## src/rtl/hilo_muldiv_if.sv

```systemverilog
// Execute-stage <-> hi/lo multiply/divide unit bundle.
// start/busy: start is taken on a rising edge only when busy=0 and flush=0; done pulses one cycle with hi/lo already valid.
interface hilo_muldiv_if;
   logic        start;
   logic [1:0]  op;
   logic [31:0] a;
   logic [31:0] b;
   logic        flush;
   logic        busy;
   logic        done;
   logic [31:0] hi;
   logic [31:0] lo;
   logic [1:0]  dbg_state;

   modport master (
      output start, op, a, b, flush,
      input  busy, done, hi, lo, dbg_state
   );

   modport slave (
      input  start, op, a, b, flush,
      output busy, done, hi, lo, dbg_state
   );
endinterface

```

## src/rtl/hilo_muldiv.sv

```systemverilog
// Multi-cycle MULT/MULTU/DIV/DIVU unit holding the MIPS hi/lo registers.
// Multiply takes one compute cycle; divide is restoring radix-2 over DIV_ITERS cycles.
module hilo_muldiv #(
   parameter int DIV_ITERS = 32
) (
   input logic          clk,
   input logic          resetn,
   hilo_muldiv_if.slave bus
);
   localparam logic [1:0] S_IDLE = 2'd0;
   localparam logic [1:0] S_MUL  = 2'd1;
   localparam logic [1:0] S_DIV  = 2'd2;
   localparam logic [1:0] S_DONE = 2'd3;
   localparam int CW = $clog2(DIV_ITERS);
   localparam logic [CW-1:0] LAST = CW'(DIV_ITERS - 1);

   logic [1:0]    state;
   logic [CW-1:0] cnt;
   logic [1:0]    op_q;
   logic [31:0]   a_q, b_q, rem, quot, hi_q, lo_q;
   logic          q_neg, r_neg;

   logic          is_div_s;
   logic [31:0]   a_abs, b_abs;
   logic          sx;
   logic [63:0]   prod;
   logic [32:0]   rem_sh;
   logic [33:0]   diff;
   logic          fits;
   logic [31:0]   rem_nx, quot_nx, q_fin, r_fin;

   // Operand conditioning at accept: signed divide works on magnitudes.
   always_comb begin
      is_div_s = (bus.op == 2'd2);
      a_abs    = (is_div_s && bus.a[31]) ? (32'd0 - bus.a) : bus.a;
      b_abs    = (is_div_s && bus.b[31]) ? (32'd0 - bus.b) : bus.b;
   end

   always_comb begin
      sx   = ~op_q[0];
      prod = {{32{sx & a_q[31]}}, a_q} * {{32{sx & b_q[31]}}, b_q};
   end

   // One restoring step: shift {rem,quot} left, trial-subtract divisor.
   always_comb begin
      rem_sh  = {rem, quot[31]};
      diff    = {1'b0, rem_sh} - {2'b00, b_q};
      fits    = ~diff[33];
      rem_nx  = fits ? diff[31:0] : rem_sh[31:0];
      quot_nx = {quot[30:0], fits};
      q_fin   = q_neg ? (32'd0 - quot_nx) : quot_nx;
      r_fin   = r_neg ? (32'd0 - rem_nx) : rem_nx;
   end

   always_ff @(posedge clk or negedge resetn) begin
      if (!resetn) begin
         state <= S_IDLE;
         cnt   <= '0;
         op_q  <= 2'd0;
         a_q   <= '0;
         b_q   <= '0;
         rem   <= '0;
         quot  <= '0;
         q_neg <= 1'b0;
         r_neg <= 1'b0;
         hi_q  <= '0;
         lo_q  <= '0;
      end else if (bus.flush) begin
         state <= S_IDLE;
         cnt   <= '0;
      end else begin
         case (state)
            S_IDLE, S_DONE: begin
               if (bus.start) begin
                  op_q  <= bus.op;
                  a_q   <= bus.a;
                  b_q   <= bus.op[1] ? b_abs : bus.b;
                  quot  <= a_abs;
                  rem   <= '0;
                  q_neg <= is_div_s & (bus.a[31] ^ bus.b[31]);
                  r_neg <= is_div_s & bus.a[31];
                  cnt   <= '0;
                  state <= bus.op[1] ? S_DIV : S_MUL;
               end else begin
                  state <= S_IDLE;
               end
            end
            S_MUL: begin
               hi_q  <= prod[63:32];
               lo_q  <= prod[31:0];
               state <= S_DONE;
            end
            S_DIV: begin
               rem  <= rem_nx;
               quot <= quot_nx;
               if (cnt == LAST) begin
                  // Zero divisor still runs full length; result is fixed, not computed.
                  if (b_q == 32'd0) begin
                     hi_q <= a_q;
                     lo_q <= 32'hFFFF_FFFF;
                  end else begin
                     hi_q <= r_fin;
                     lo_q <= q_fin;
                  end
                  cnt   <= '0;
                  state <= S_DONE;
               end else begin
                  cnt <= cnt + 1'b1;
               end
            end
            default: state <= S_IDLE;
         endcase
      end
   end

   assign bus.busy      = (state == S_MUL) || (state == S_DIV);
   assign bus.done      = (state == S_DONE);
   assign bus.hi        = hi_q;
   assign bus.lo        = lo_q;
   assign bus.dbg_state = state;
endmodule

```

## src/flat_wrapper.sv

```systemverilog
// flat-port wrapper written by rule: the top's interface ports become plain ports
module hilo_muldiv_flat 
#(
   parameter int DIV_ITERS = 32
)
  (clk, resetn, bus_start, bus_op, bus_a, bus_b, bus_flush, bus_busy, bus_done, bus_hi, bus_lo, bus_dbg_state);
  hilo_muldiv_if bus_i ();
  input logic clk;
  input logic resetn;
  input wire logic [$bits(bus_i.start)-1:0] bus_start;
  input wire logic [$bits(bus_i.op)-1:0] bus_op;
  input wire logic [$bits(bus_i.a)-1:0] bus_a;
  input wire logic [$bits(bus_i.b)-1:0] bus_b;
  input wire logic [$bits(bus_i.flush)-1:0] bus_flush;
  output wire logic [$bits(bus_i.busy)-1:0] bus_busy;
  output wire logic [$bits(bus_i.done)-1:0] bus_done;
  output wire logic [$bits(bus_i.hi)-1:0] bus_hi;
  output wire logic [$bits(bus_i.lo)-1:0] bus_lo;
  output wire logic [$bits(bus_i.dbg_state)-1:0] bus_dbg_state;
  assign bus_i.start = bus_start;
  assign bus_i.op = bus_op;
  assign bus_i.a = bus_a;
  assign bus_i.b = bus_b;
  assign bus_i.flush = bus_flush;
  assign bus_busy = bus_i.busy;
  assign bus_done = bus_i.done;
  assign bus_hi = bus_i.hi;
  assign bus_lo = bus_i.lo;
  assign bus_dbg_state = bus_i.dbg_state;
  hilo_muldiv #(.DIV_ITERS(DIV_ITERS)) u_core (.clk(clk), .resetn(resetn), .bus(bus_i));
endmodule
```

## config.mk

```make
export PLATFORM = sky130hd
export DESIGN_NAME = hilo_muldiv_flat
export DESIGN_NICKNAME = d
export VERILOG_FILES = /design/src/rtl/hilo_muldiv_if.sv /design/src/rtl/hilo_muldiv.sv /design/src/flat_wrapper.sv
export SDC_FILE = /design/constraint.sdc
export NUM_CORES = 2
export LEC_CHECK = 0
export BUFFER_PORTS_ARGS = -buffer_cell sky130_fd_sc_hd__buf_2
export CELL_PAD_IN_SITES_DETAIL_PLACEMENT = 1
export CELL_PAD_IN_SITES_GLOBAL_PLACEMENT = 1
export CORE_MARGIN = 2
export CORE_UTILIZATION = 30
export DETAILED_ROUTE_END_ITERATION = 7
export GPL_TIMING_DRIVEN = 0
export PLACE_DENSITY_LB_ADDON = 0.1
export SYNTH_ARGS = -nofsm -noshare
export SYNTH_HDL_FRONTEND = slang
export SYNTH_SLANG_ARGS = --single-unit
```

## constraint.sdc

```tcl
create_clock -name clk -period 9.11 [get_ports clk]
set_input_delay 0.4555 -clock clk [delete_from_list [all_inputs] [get_ports clk]]
set_output_delay 0.4555 -clock clk [all_outputs]
set_load 0.1 [all_outputs]
```

# After elaboration in Yosys (flattened, before gate mapping)
# Index checks and enable logic that the tools add are counted.
# op_classes
addsub	6
mul	1
n_div	0
order_cmp	0
eq_ne	9
shift	0
muxes	25
bitwise	8
n_reduce_logical	13
# op_table
op	n
32-bit 2-to-1 mux	12
32-bit one-hot mux with 2 select lines	4
1-bit by 32-bit subtractor with 32-bit output, first input constant	4
33-bit by 33-bit multiplier with 64-bit output	1
33-bit by 32-bit subtractor with 34-bit output	1
32-bit logical NOT	1
5-bit 2-to-1 mux	3
5-bit one-hot mux with 2 select lines	1
3-bit AND reduction	3
2-bit 2-to-1 mux	4
2-bit equality test, second input constant	3
2-bit one-hot mux with 3 select lines	1
5-bit by 1-bit adder with 5-bit output, second input constant	1
5-bit equality test, second input constant	1
1-bit bitwise AND	4
2-bit nonzero test	2
3-bit by 2-bit != test with 1-bit output, second input constant	1
3-bit != test, second input constant	1
1-bit NOT	3
3-bit nonzero test	1
2-bit by 1-bit equality test with 1-bit output, second input constant	1
1-bit logical AND	2
2-bit logical NOT	1
2-bit by 1-bit != test with 1-bit output, second input constant	1
5 further kinds	5
# word_totals
register_bits	202
latchBits	0
mem_bits_rw	0
romBits	0
input_bits	70
out_inout_bits	68
n_memories	0

# Logic depth before layout (Yosys ltp)
# logic_depth
ltp_word	7
depth_mapped	33

# Least setup slack after synthesis
# No wires, ideal clock.
# synth_path
path_kind	flip-flop to flip-flop
start	reg u_core.a_q[31]
end	reg u_core.hi_q[30], in the netlist u_core.bus.hi[30]
arrival_time_ps	8244
required_time_ps	9033
slack_ps	788
stages_incl_launch_ff	32
n_path_buf	2
period_less_slack_ps	8322
cell_sequence	dfrtp_1 -> clkbuf_1 -> nor2b_1 -> clkbuf_1 -> nand2_1 -> inv_1 -> fa_1 -> inv_1 -> fa_1 -> inv_1 -> fa_1 -> fa_1 -> inv_1 -> fa_1 -> inv_1 -> fa_1 -> inv_1 -> fa_1 -> fa_1 -> inv_1 -> ha_1 -> nand3_1 -> nor2_1 -> a221oi_1 -> o21ai_0 -> a221o_1 -> a21o_1 -> a221o_1 -> a311oi_1 -> xnor2_1 -> o21ai_0 -> a21oi_1
# synth_between
elab_chain_cells	3
# synth_rtl
element	line_no	text
from (decl)	hilo_muldiv.sv:20	logic [31:0] a_q, b_q, rem, quot, hi_q, lo_q;
from (signal assigned)	hilo_muldiv.sv:76	a_q <= bus.a;
1-bit bitwise AND	hilo_muldiv.sv:41	prod = {{32{sx & a_q[31]}}, a_q} * {{32{sx & b_q[31]}}, b_q};
33-bit by 33-bit multiplier with 64-bit output (*)	hilo_muldiv.sv:41	
32-bit one-hot mux with 2 select lines (*)	hilo_muldiv.sv:72	case (state)
to (signal assigned)	hilo_muldiv.sv:89	hi_q <= prod[63:32];
to (signal assigned)	hilo_muldiv.sv:99	hi_q <= a_q;
to (signal assigned)	hilo_muldiv.sv:102	hi_q <= r_fin;
to (decl)	hilo_muldiv.sv:20	
# Mark *: on every way between the ends. The rest lies on a longest branch, timed or not.
# A chain may end at the register's enable or synchronous reset.

# Final worst setup path
# layout_path
start	reg u_core.b_q[0]
end	reg u_core.hi_q[23], in the netlist u_core.bus.hi[23]
# layout_between
elab_chain_cells	7
# layout_rtl
element	line_no	text
from (decl)	hilo_muldiv.sv:20	
from (signal assigned)	hilo_muldiv.sv:77	b_q <= bus.op[1] ? b_abs : bus.b;
33-bit by 32-bit subtractor with 34-bit output	hilo_muldiv.sv:47	diff = {1'b0, rem_sh} - {2'b00, b_q};
32-bit 2-to-1 mux	hilo_muldiv.sv:49	rem_nx = fits ? diff[31:0] : rem_sh[31:0];
1-bit by 32-bit subtractor with 32-bit output	hilo_muldiv.sv:52	r_fin = r_neg ? (32'd0 - rem_nx) : rem_nx;
32-bit 2-to-1 mux	hilo_muldiv.sv:52	
32-bit 2-to-1 mux	hilo_muldiv.sv:98	if (b_q == 32'd0) begin
32-bit 2-to-1 mux	hilo_muldiv.sv:96	if (cnt == LAST) begin
32-bit one-hot mux with 2 select lines (*)	hilo_muldiv.sv:72	
# Mark *: on every way between the ends. The rest lies on a longest branch, timed or not. The select of a mux whose other input is x is not followed.

==> impl_results.md <==
- Synthesized area: 51600 sq um
- Synthesized instance count: 5813
- Largest net degree at the start of global routing: 90
- Register area share after synthesis: 9.79%
- Fmax: 112 MHz
- Io pins: 138
- First-pass DRT Iterations: 7
- Number of global-route vias before repair: 46583
- Top-count cell post-synth: inv_1
- Warnings, synthesis: 0
- CTS tree: done
- Die Ht: 419 microns
- Die area: 175000 sq um
- Layout Cells excl Fill: 8288
- DR iter-0 viols: 2958
- Final setup viols: 0
- H-tree depth: 1
- Slowest stage delay, CP: 0.71 ns
- Via Count: 42782
- WP data required: 9.58 ns
- Worst hold slack: 0.181 ns
- Critical path arrival: 9.44 ns
- Area contributors post-synth: fa_1 44%, dfrtp_1 9.8%, inv_1 8.5%, nand2_1 6.7%, ha_1 6.1%
- HPWL Detailed: 208000 microns
- Area leader, netlist: fa_1
- Sink Count: 202
- Least-Margin Pin Slew: 1.25 ns
- Clock Skews: 0.0390 ns
- Fin nets: 7401
- Port Buffer Count: 137
- Crit-path most repeated cell: fa_1
- RSZ-0062 raised after global routing: true
- Post-synth top cells: 1162 x inv_1, 1126 x fa_1, 927 x nand2_1, 381 x and2_1, 337 x clkbuf_1
- Post-synthesis register bit count: 202
- Minimum clock period: 8.96 ns
- Metal1 wirelength: 109000 microns
- Status: complete, no violations
- Slew headroom: 16.5%
- Cell Rows: 152
- Worst-path clk slew: 0.07 ns
- Post-route clock period utilization: 98.4%
- Vias per inst: 5.16
- Final Hold Vio Count: 0
- Distinct cells, synth: 85
- Grt ovf: 0
- Num CTS Buffers: 21
- Syn Area/Cell: 8.88 sq um
- Clock buffer depth: 3
- Core Region: 171000 sq um
- Overall routed net length: 254000 microns
- Crit start category: flop
- DP Cell Count: 8263
- Die W: 419 microns
- CTS Root Cell: clkbuf_16
- Fillers: 19991
- Routed wire length on met3: 12000 microns
- WL/cell: 30.6 microns
- Share of layout cells above drive strength 1: 10.6%
- Initial Util: 30.1%
- Synthesis-to-layout area growth: 10.9%
- Maximum fanout along the worst path: 10
- Metal2 WL: 121000 microns
- Max-cap violation count: 0
- Critical path type: reg -> reg
- Initial antenna violation count: 38
- Top layer in use: met5
- Asr flop ratio synth: 100%
- Hold WC Path Type: in -> reg
- ANT nets after route: 0
- Syn nets: 7262
- DR DRC count: 0
- Tot GR Track Use: 29.3%
- Post-synth EDFFs: 0
- Flop2flop setup slack: 0.15 ns
- Slew Limit Fails: 0
- Worst path slowest cell: fa_2
- Routability cong.: 0.912
- Global-route wire length before repair: 359000 microns
- Worst-skew pair later-pin latency: 0.59 ns
- Top cell type's share of synthesized area: 43.7%
- Top FF cell, synth: dfrtp_1
- CP endpoint kind: flop
worst max-delay path, delay by kind of cell, from the launching register on:
family / cells / cell delay, ns
buffers and inverters: 11 / 1.59
adder cells (fa/ha/maj): 9 / 4.66
XOR/XNOR: 1 / 0.37
AND/OR/NAND/NOR: 3 / 0.56
AO/OA/AOI/OAI: 6 / 1.12
flip-flops: 1 / 0.54
cell type report:
class / instances / area [sq um] / share of cell area [%]
clock buffer: 24 / 547 / 0.955
antenna: 13 / 32.5 / 0.0568
tap: 2310 / 2890 / 5.05
timing repair buffer: 176 / 1110 / 1.94
clock inverter: 12 / 144 / 0.251
inverter: 1163 / 4390 / 7.66
sequential: 202 / 5200 / 9.08
buffer: 300 / 1700 / 2.97
multi-input combinational: 4088 / 41200 / 72.0
cell usage in the layout (no fill, tap or decap), types with 34 or more instances in the layout:
| cell type | instances |
|---|---|
| inv_1 | 1146 |
| dfrtp_2 | 34 |
| o21ai_0 | 209 |
| buf_4 | 42 |
| fa_1 | 1109 |
| nand2_1 | 924 |
| nor3_1 | 48 |
| nor2_1 | 159 |
| nand3_1 | 36 |
| clkbuf_1 | 93 |
| and2_1 | 381 |
| clkbuf_2 | 85 |
| ha_1 | 240 |
| a21o_1 | 63 |
| a21oi_1 | 160 |
| xor2_1 | 62 |
| buf_2 | 167 |
| dfrtp_1 | 141 |
| clkbuf_4 | 55 |
| xnor2_1 | 140 |
state kept, by name (all words and copies together) (netlist names):
signal and flops:
u_core.a_q 32, u_core.b_q 32, u_core.bus.dbg_state 2, u_core.bus.hi 32
u_core.bus.lo 32, u_core.cnt 5, u_core.op_q 1, u_core.q_neg 1
u_core.quot 32, u_core.r_neg 1, u_core.rem 32
routing by layer:
metal / vias up / track usage (%)
li1: 17942 / -
met1: 23285 / 39.4
met2: 1245 / 49.0
met3: 304 / 2.61
met4: 6 / 10.5
met5: - / 0
what timing repair did:
item                                    4_1_cts  5_1_grt
hold buffers                                  1        0
pin swaps                                    30       25
setup buffers                                19       16
hold endpoints to repair                     53        0
resized for setup                           391      165
endpoints found under the setup margin       40       18
logic make-up (layout without fill, tap and decap cells):
| kind of cell | Yosys count | after routing | share of synthesized area (%) |
|---|---|---|---|
| multiplexers | 65 | 65 | 1.34 |
| XOR/XNOR | 210 | 210 | 3.56 |
| flip-flops | 202 | 202 | 9.79 |
| adder cells (fa/ha/maj) | 1379 | 1379 | 49.8 |
| AO/OA/AOI/OAI | 708 | 708 | 8.69 |
| buffers and inverters | 1523 | 1675 | 11.2 |
| other | 0 | 13 | 0 |
| AND/OR/NAND/NOR | 1726 | 1726 | 15.6 |
per-stage QoR:
step | setup slack, ns | util [%] | area, sq um | TNS, ns
after floorplan | 0.788 | - | 51600 | 0
after CTS | 0.000376 | 33.2 | 56800 | 0
after global routing | -0.0185 | 33.4 | 57200 | -0.0342
after detailed placement | -2.64 | 32.3 | 55300 | -54.47
final | 0.146 | 33.4 | 57200 | 0
after global placement | -2.46 | 32.2 | 55200 | -54.42
path summary, 6_finish.rpt:
check,start,end,depth (start not counted)
worst min register to register,u_core.bus.lo[0],u_core.bus.lo[0],1
worst min-delay path,bus_op[1],u_core.bus.dbg_state[1],3
min in group asynchronous,resetn,u_core.quot[11],2
worst max register to register,u_core.b_q[0],u_core.bus.hi[23],30
worst max-delay path,u_core.b_q[0],u_core.bus.hi[23],30
max in group asynchronous,resetn,u_core.rem[24],4
Power is not shown: default switching activity piles up to over one toggle a cycle in this logic, so the estimate is an artifact.
